[src/rtl/alu_pkg.sv]
// rtl/alu_pkg.sv - shared ALU types: data word, opcode enum, default register count
// Purpose: common definitions for the combinational ALU and the issue/writeback stage.
// Contents: word_t, alu_op_e (code 7 reserved), OP_RSVD, NREGS_DEFAULT, op_writes().
package alu_pkg;

  typedef bit [7:0] word_t;

  typedef enum logic [2:0] {
    OP_NUL = 3'd0,
    OP_ADD = 3'd1,
    OP_SUB = 3'd2,
    OP_XOR = 3'd3,
    OP_MVB = 3'd4,
    OP_MAX = 3'd5,
    OP_MIN = 3'd6
  } alu_op_e;

  localparam logic [2:0] OP_RSVD = 3'd7;
  localparam int NREGS_DEFAULT = 8;

  // OP_NUL and the reserved code flow through the pipe but never write back.
  function automatic logic op_writes(input logic [2:0] op);
    return (op != 3'(OP_NUL)) && (op != OP_RSVD);
  endfunction

endpackage

[src/rtl/alu_issue_seq_if.sv]
// rtl/alu_issue_seq_if.sv - instruction issue handshake bundle
// Purpose: groups the valid/ready instruction channel into one port.
// Signals: in_valid, in_ready, in_op, in_rd, in_ra, in_rb, in_imm_en, in_imm.
// Modports: master (instruction source), slave (alu_issue_seq).
interface alu_issue_seq_if
  import alu_pkg::*;
#(
  parameter int NREGS = NREGS_DEFAULT
);
  localparam int ADDR_W = $clog2(NREGS);

  logic              in_valid;
  logic              in_ready;
  logic [2:0]        in_op;
  logic [ADDR_W-1:0] in_rd;
  logic [ADDR_W-1:0] in_ra;
  logic [ADDR_W-1:0] in_rb;
  logic              in_imm_en;
  word_t             in_imm;

  modport master (
    output in_valid, in_op, in_rd, in_ra, in_rb, in_imm_en, in_imm,
    input  in_ready
  );

  modport slave (
    input  in_valid, in_op, in_rd, in_ra, in_rb, in_imm_en, in_imm,
    output in_ready
  );

endinterface

[src/rtl/alu_regfile.sv]
// rtl/alu_regfile.sv - NREGS x 8 register file, two async read ports, one sync write port
// Purpose: architectural registers of the issue stage; cleared by rst_n.
// Ports: clk, rst_n (async active-low clear), i_ra/o_rd_a and i_rb/o_rd_b (read ports),
//        i_we/i_waddr/i_wdata (write port, rising edge).
module alu_regfile
  import alu_pkg::*;
#(
  parameter  int NREGS  = NREGS_DEFAULT,
  localparam int ADDR_W = $clog2(NREGS)
) (
  input  logic              clk,
  input  logic              rst_n,
  input  logic [ADDR_W-1:0] i_ra,
  input  logic [ADDR_W-1:0] i_rb,
  output word_t             o_rd_a,
  output word_t             o_rd_b,
  input  logic              i_we,
  input  logic [ADDR_W-1:0] i_waddr,
  input  word_t             i_wdata
);

  word_t r_regs [NREGS];

  always_ff @(posedge clk or negedge rst_n) begin
    if (!rst_n) begin
      for (int i = 0; i < NREGS; i++) begin
        r_regs[i] <= '0;
      end
    end else if (i_we) begin
      r_regs[i_waddr] <= i_wdata;
    end
  end

  assign o_rd_a = r_regs[i_ra];
  assign o_rd_b = r_regs[i_rb];

endmodule

[src/rtl/alu_issue_seq.sv]
// rtl/alu_issue_seq.sv - issue/writeback stage in front of the combinational 8-bit ALU
// Purpose: accepts one instruction at a time, drives the ALU for one cycle, writes the
//          result back to the register file and records the ALU flag.
// Ports: clk, rst_n (async active-low); s_in (instruction handshake, slave modport);
//        alu_a/alu_b/alu_op/alu_start to the ALU, alu_o/alu_flag from it;
//        wb_valid/wb_addr/wb_data writeback pulse; flag_q last written flag; busy.
module alu_issue_seq
  import alu_pkg::*;
#(
  parameter  int NREGS  = NREGS_DEFAULT,
  localparam int ADDR_W = $clog2(NREGS)
) (
  input  logic              clk,
  input  logic              rst_n,
  alu_issue_seq_if.slave    s_in,
  output word_t             alu_a,
  output word_t             alu_b,
  output logic [2:0]        alu_op,
  output logic              alu_start,
  input  word_t             alu_o,
  input  logic              alu_flag,
  output logic              wb_valid,
  output logic [ADDR_W-1:0] wb_addr,
  output word_t             wb_data,
  output logic              flag_q,
  output logic              busy
);

  typedef enum logic [1:0] {ST_IDLE, ST_EXEC, ST_WB} state_e;

  state_e            r_state;
  logic [2:0]        r_op;
  logic [ADDR_W-1:0] r_rd;
  logic              r_flg;
  word_t             r_alu_a;
  word_t             r_alu_b;
  logic [2:0]        r_alu_op;
  logic              r_alu_start;
  logic              r_wb_valid;
  logic [ADDR_W-1:0] r_wb_addr;
  word_t             r_wb_data;
  logic              r_flag_q;

  word_t w_rd_a;
  word_t w_rd_b;
  logic  w_accept;

  assign w_accept = s_in.in_valid && s_in.in_ready;

  // Register ports look straight at the offered operand addresses: the operands are
  // fetched on the accept edge. Nothing can write the file between accept and EXEC,
  // so this yields the same values as a read in EXEC while keeping the ALU inputs registered.
  alu_regfile #(.NREGS(NREGS)) u_regfile (
    .clk     (clk),
    .rst_n   (rst_n),
    .i_ra    (s_in.in_ra),
    .i_rb    (s_in.in_rb),
    .o_rd_a  (w_rd_a),
    .o_rd_b  (w_rd_b),
    .i_we    (r_wb_valid),
    .i_waddr (r_wb_addr),
    .i_wdata (r_wb_data)
  );

  always_ff @(posedge clk or negedge rst_n) begin
    if (!rst_n) begin
      r_state     <= ST_IDLE;
      r_op        <= 3'(OP_NUL);
      r_rd        <= '0;
      r_flg       <= 1'b0;
      r_alu_a     <= '0;
      r_alu_b     <= '0;
      r_alu_op    <= 3'(OP_NUL);
      r_alu_start <= 1'b0;
      r_wb_valid  <= 1'b0;
      r_wb_addr   <= '0;
      r_wb_data   <= '0;
      r_flag_q    <= 1'b0;
    end else begin
      case (r_state)
        ST_IDLE: begin
          if (w_accept) begin
            r_op        <= s_in.in_op;
            r_rd        <= s_in.in_rd;
            r_alu_a     <= w_rd_a;
            r_alu_b     <= s_in.in_imm_en ? s_in.in_imm : w_rd_b;
            r_alu_op    <= s_in.in_op;
            r_alu_start <= 1'b1;
            r_state     <= ST_EXEC;
          end
        end
        ST_EXEC: begin
          r_wb_data   <= alu_o;
          r_flg       <= alu_flag;
          r_wb_addr   <= r_rd;
          r_wb_valid  <= op_writes(r_op);
          // Return the ALU to idle inputs as soon as its single cycle is over.
          r_alu_a     <= '0;
          r_alu_b     <= '0;
          r_alu_op    <= 3'(OP_NUL);
          r_alu_start <= 1'b0;
          r_state     <= ST_WB;
        end
        ST_WB: begin
          // r_wb_valid doubles as the register file write enable for this edge.
          if (r_wb_valid) begin
            r_flag_q <= r_flg;
          end
          r_wb_valid <= 1'b0;
          r_state    <= ST_IDLE;
        end
        default: r_state <= ST_IDLE;
      endcase
    end
  end

  // Gated by rst_n so the source sees not-ready for the whole reset interval.
  assign s_in.in_ready = (r_state == ST_IDLE) && rst_n;
  assign busy          = (r_state != ST_IDLE);
  assign alu_a         = r_alu_a;
  assign alu_b         = r_alu_b;
  assign alu_op        = r_alu_op;
  assign alu_start     = r_alu_start;
  assign wb_valid      = r_wb_valid;
  assign wb_addr       = r_wb_addr;
  assign wb_data       = r_wb_data;
  assign flag_q        = r_flag_q;

endmodule

[src/flat_wrapper.sv]
// flat-port wrapper written by rule: the top's interface ports become plain ports
module alu_issue_seq_flat import alu_pkg::*;
#(
  parameter  int NREGS  = NREGS_DEFAULT,
  localparam int ADDR_W = $clog2(NREGS)
)
  (clk, rst_n, alu_a, alu_b, alu_op, alu_start, alu_o, alu_flag, wb_valid, wb_addr, wb_data, flag_q, busy, s_in_in_valid, s_in_in_op, s_in_in_rd, s_in_in_ra, s_in_in_rb, s_in_in_imm_en, s_in_in_imm, s_in_in_ready);
  alu_issue_seq_if #(.NREGS(NREGS)) s_in_i ();
  input  logic clk;
  input  logic rst_n;
  output word_t alu_a;
  output word_t alu_b;
  output logic [2:0] alu_op;
  output logic alu_start;
  input  word_t alu_o;
  input  logic alu_flag;
  output logic wb_valid;
  output logic [ADDR_W-1:0] wb_addr;
  output word_t wb_data;
  output logic flag_q;
  output logic busy;
  input wire logic [$bits(s_in_i.in_valid)-1:0] s_in_in_valid;
  input wire logic [$bits(s_in_i.in_op)-1:0] s_in_in_op;
  input wire logic [$bits(s_in_i.in_rd)-1:0] s_in_in_rd;
  input wire logic [$bits(s_in_i.in_ra)-1:0] s_in_in_ra;
  input wire logic [$bits(s_in_i.in_rb)-1:0] s_in_in_rb;
  input wire logic [$bits(s_in_i.in_imm_en)-1:0] s_in_in_imm_en;
  input wire logic [$bits(s_in_i.in_imm)-1:0] s_in_in_imm;
  output wire logic [$bits(s_in_i.in_ready)-1:0] s_in_in_ready;
  assign s_in_i.in_valid = s_in_in_valid;
  assign s_in_i.in_op = s_in_in_op;
  assign s_in_i.in_rd = s_in_in_rd;
  assign s_in_i.in_ra = s_in_in_ra;
  assign s_in_i.in_rb = s_in_in_rb;
  assign s_in_i.in_imm_en = s_in_in_imm_en;
  assign s_in_i.in_imm = s_in_in_imm;
  assign s_in_in_ready = s_in_i.in_ready;
  alu_issue_seq #(.NREGS(NREGS)) u_core (.clk(clk), .rst_n(rst_n), .s_in(s_in_i), .alu_a(alu_a), .alu_b(alu_b), .alu_op(alu_op), .alu_start(alu_start), .alu_o(alu_o), .alu_flag(alu_flag), .wb_valid(wb_valid), .wb_addr(wb_addr), .wb_data(wb_data), .flag_q(flag_q), .busy(busy));
endmodule
[config.mk]
export PLATFORM = sky130hd
export DESIGN_NAME = alu_issue_seq_flat
export DESIGN_NICKNAME = d
export VERILOG_FILES = /design/src/rtl/alu_pkg.sv /design/src/rtl/alu_issue_seq_if.sv /design/src/rtl/alu_regfile.sv /design/src/rtl/alu_issue_seq.sv /design/src/flat_wrapper.sv
export SDC_FILE = /design/constraint.sdc
export NUM_CORES = 1
export LEC_CHECK = 0
export CORE_UTILIZATION = 55
export DETAILED_ROUTE_END_ITERATION = 6
export GPL_ROUTABILITY_DRIVEN = 1
export PLACE_DENSITY = 0.79
export SYNTH_ARGS = -nofsm -noshare
export SYNTH_HDL_FRONTEND = slang
export SYNTH_SLANG_ARGS = --single-unit
[constraint.sdc]
create_clock -name clk -period 1.91 [get_ports clk]
set_clock_uncertainty 0.05 [all_clocks]
set_input_delay 0.382 -clock clk [delete_from_list [all_inputs] [get_ports clk]]
set_output_delay 0.382 -clock clk [all_outputs]
set_load 0.01 [all_outputs]
==> flow_metrics.py <==
metrics = {
    "outcome": {
        "status": "finished clean",
    },
    "clock_network": {
        "cts_buffers": 9,
        "htreeDepth": 3,
        "cts_tree": "done",
        "clockBufferDepth": 2,
        "cts.clk_slew.worst_paths_ns": 0.11,
        "cts.sinks": 106,
        "root_buffer": "clkbuf_8",
        "clock_latency_ns": 0.38,
    },
    "placement": {
        "place.gp.congestion": 0.8714,
        "hpwlAfterDp_um": 8964,
        "portBuffers": 67,
        "pre_cts_slack_ns": -0.1641,
    },
    "floorplan": {
        "num_rows": 35,
        "coreArea_sq_um": 9240,
        "ios": 68,
        "start_util_pct": 57.03,
        "die_x_um": 99.89,
        "dieArea_sq_um": 9977,
        "die_y_um": 99.89,
    },
    "timing": {
        "fmax_mhz": 543.0,
        "period_needed_ns": 1.842,
        "grt_setup_unrepaired": "false",
        "fin_crit_sh_pct": 96.42,
        "setup_tns_ns": 0,
        "worstMarginPinSlew_ns": 0.5776,
        "max_slew_margin_pct": 61.29,
        "finalHoldViolCount": 0,
        "slew_violations": 0,
        "setup_ws_ns": 0.06830,
        "setup_violations": 0,
    },
    "synthesis": {
        "ys_seq_area_share_pct": 50.33,
        "yosysUniqueCellTypes": 32,
        "synth_seq_cells": 106,
        "synth-edff-count": 0,
        "synth.net_count": 455,
        "syn_area_sq_um": 5270,
        "synth_top_flop_cell": "dfrtp_1",
        "avgSynthCellArea_sq_um": 12.61,
        "async_flop_share_pct": 100.0,
        "synth-warning-count": 0,
        "synth_cells": 418,
    },
    "critical_path": {
        "r2r-start": "u_core.r_state[1]$_DFFE_PN0P_",
        "cp_max_fo": 5,
        "worstPathArrival_ns": 1.41,
        "startpoint_type": "flip-flop",
        "path_class": "flip-flop to output pin",
        "cp-end-kind": "output pin",
        "cp-startpoint": "u_core.r_state[1]$_DFFE_PN0P_",
        "cp.required_ns": 1.48,
    },
    "grt": {
        "grt_pass1_vias": 3579,
        "grt_overflow": 0,
        "grt_pass1_wl_um": 20040,
        "grt_usage_pct": 26.96,
        "grt_max_degree": 101,
        "antenna_found_initial": 0,
    },
    "power": {
        "pwr_density_cell_nw_per_um2": 1534,
        "vdd_drop_max_v": 0.0009370,
        "p_leak_nw": 2.865,
    },
    "routing": {
        "post_drt_wl_per_cell_um": 19.69,
        "antenna_left": 0,
        "num_vias": 3803,
        "drtPass1Iterations": 5,
        "post-route-drc-count": 0,
        "routed_wirelength_um": 12720,
        "via_per_inst": 5.887,
        "drt_iter0_markers": 245,
    },
    "final_layout": {
        "num_antenna_cells": 0,
        "fin_util_pct": 70.41,
        "layout.nets": 550,
        "drive_above_1_share_pct": 32.88,
        "syn2layout_area_growth_pct": 23.46,
    },
    "min_path": {
        "hold_class": "input port to asynchronous set/reset pin",
    },
    "run": {
        "drv_cap": 0,
    },
}
[cells by family (layout without fill, tap and decap cells)]
group	after synthesis	after routing	synth area share (%)
and+or+nand+nor	89	89	8.974
adders and majority gates	4	4	0.9497
muxes	134	134	30.15
buffers and inverters	27	126	3.062
DFF	106	106	50.33
AOI/OAI and AO/OA	58	58	6.529
[stage by stage]
| step | total power [mW] | cell area, sq um | instances | hold slack, ns |
|---|---|---|---|---|
| final | 9.981 | 6506 | 646 | 0.03472 |
| after global routing | 10.56 | 6506 | 646 | 0.09922 |
| after CTS | 9.828 | 6436 | 638 | 0.08710 |
| after detailed placement | 8.444 | 6201 | 618 | 0.1767 |
| after global placement | 8.195 | 6201 | 618 | 0.1755 |
| after floorplan | 6.671 | 5270 | 418 | 0.03641 |
[what timing repair did]
action                                 4_1_cts  5_1_grt
endpoints found under the hold margin        6        0
setup buffers                                4        8
hold buffers                                 1        0
setup endpoints to repair                   13       18
gates resized for setup                     14        3
[registers in the layout, indices dropped and copies added (netlist names), 2 cells and up]
name                     cells
u_core.alu_op                3
u_core.r_rd                  3
u_core.wb_data               8
u_core.u_regfile.r_regs     64
u_core.r_state               2
u_core.alu_a                 8
u_core.r_op                  3
u_core.wb_addr               3
u_core.alu_b                 8
[power by group]
group          internal [mW]  total (mW)  switching (mW)
combinational           2.56        4.55            2.00
clock                  0.485        1.28           0.793
sequential              3.33        4.15           0.819
total                   6.37        9.98            3.61
[synth_stat cells, types with 3 or more instances]
cell	n	area share [%]
a21o_1	3	0.43
nand2b_1	4	0.47
nand2_1	43	3.1
buf_2	9	0.85
nor3_1	10	0.95
o22ai_1	16	1.9
nor2b_1	8	0.95
buf_1	3	0.21
mux2_2	94	20
o31ai_1	8	1.1
mux4_1	8	4.0
buf_4	6	0.85
inv_1	4	0.28
mux2i_1	32	6.1
ha_1	4	0.95
nand4b_1	3	0.50
nor2_1	9	0.64
dfrtp_1	106	50
o21ai_0	29	2.8
[final cells by class]
cell class / count / area (sq um)
clock buffers: 9 / 123.9
clock inverters: 6 / 52.55
fillers: 656 / 2734
inverters: 4 / 15.01
multi-input cells: 285 / 2476
flip-flops and latches: 106 / 2663
well taps: 129 / 161.4
repair buffers: 107 / 1015
[metal layers]
metal | vias to the layer above | track usage [%] | wire [um]
li1 | 1717 | - | -
met1 | 1950 | 40.71 | 5906
met2 | 115 | 40.80 | 5978
met3 | 21 | 5.432 | 656
met4 | 0 | 5.430 | 178
met5 | - | 0 | 0
[worst max-delay path, stage by stage, from the launching register on]
cell	delay, ns
dfrtp_1	0.41
inv_2	0.10
ha_4	0.16
inv_2	0.07
dlygate4sd2_1	0.29
[placed cells by master, fill, tap and decap left out, types with 10 or more instances in the layout]
cell and count:
dfrtp_1 98, mux2_2 94, clkdlybuf4s50_1 63, nand2_1 43
buf_4 36, mux2i_1 32, o21ai_0 29, o22ai_1 16
nor3_1 10
[worst paths after layout]
path,end,slack [ns],cells after the start
worst max-delay path,busy,0.07,4
worst min register to register,u_core.r_rd[2]$_DFFE_PN0P_,0.44,2
worst max register to register,u_core.alu_a[5]$_DFFE_PN0P_,0.14,6
min in group clk,u_core.r_rd[2]$_DFFE_PN0P_,0.44,2
max in group asynchronous,u_core.wb_valid$_DFFE_PN0P_,1.12,2
worst min-delay path,u_core.u_regfile.r_regs[10]$_DFFE_PN0P_,0.03,2
Note: power is estimated with default switching activity, not from simulation.
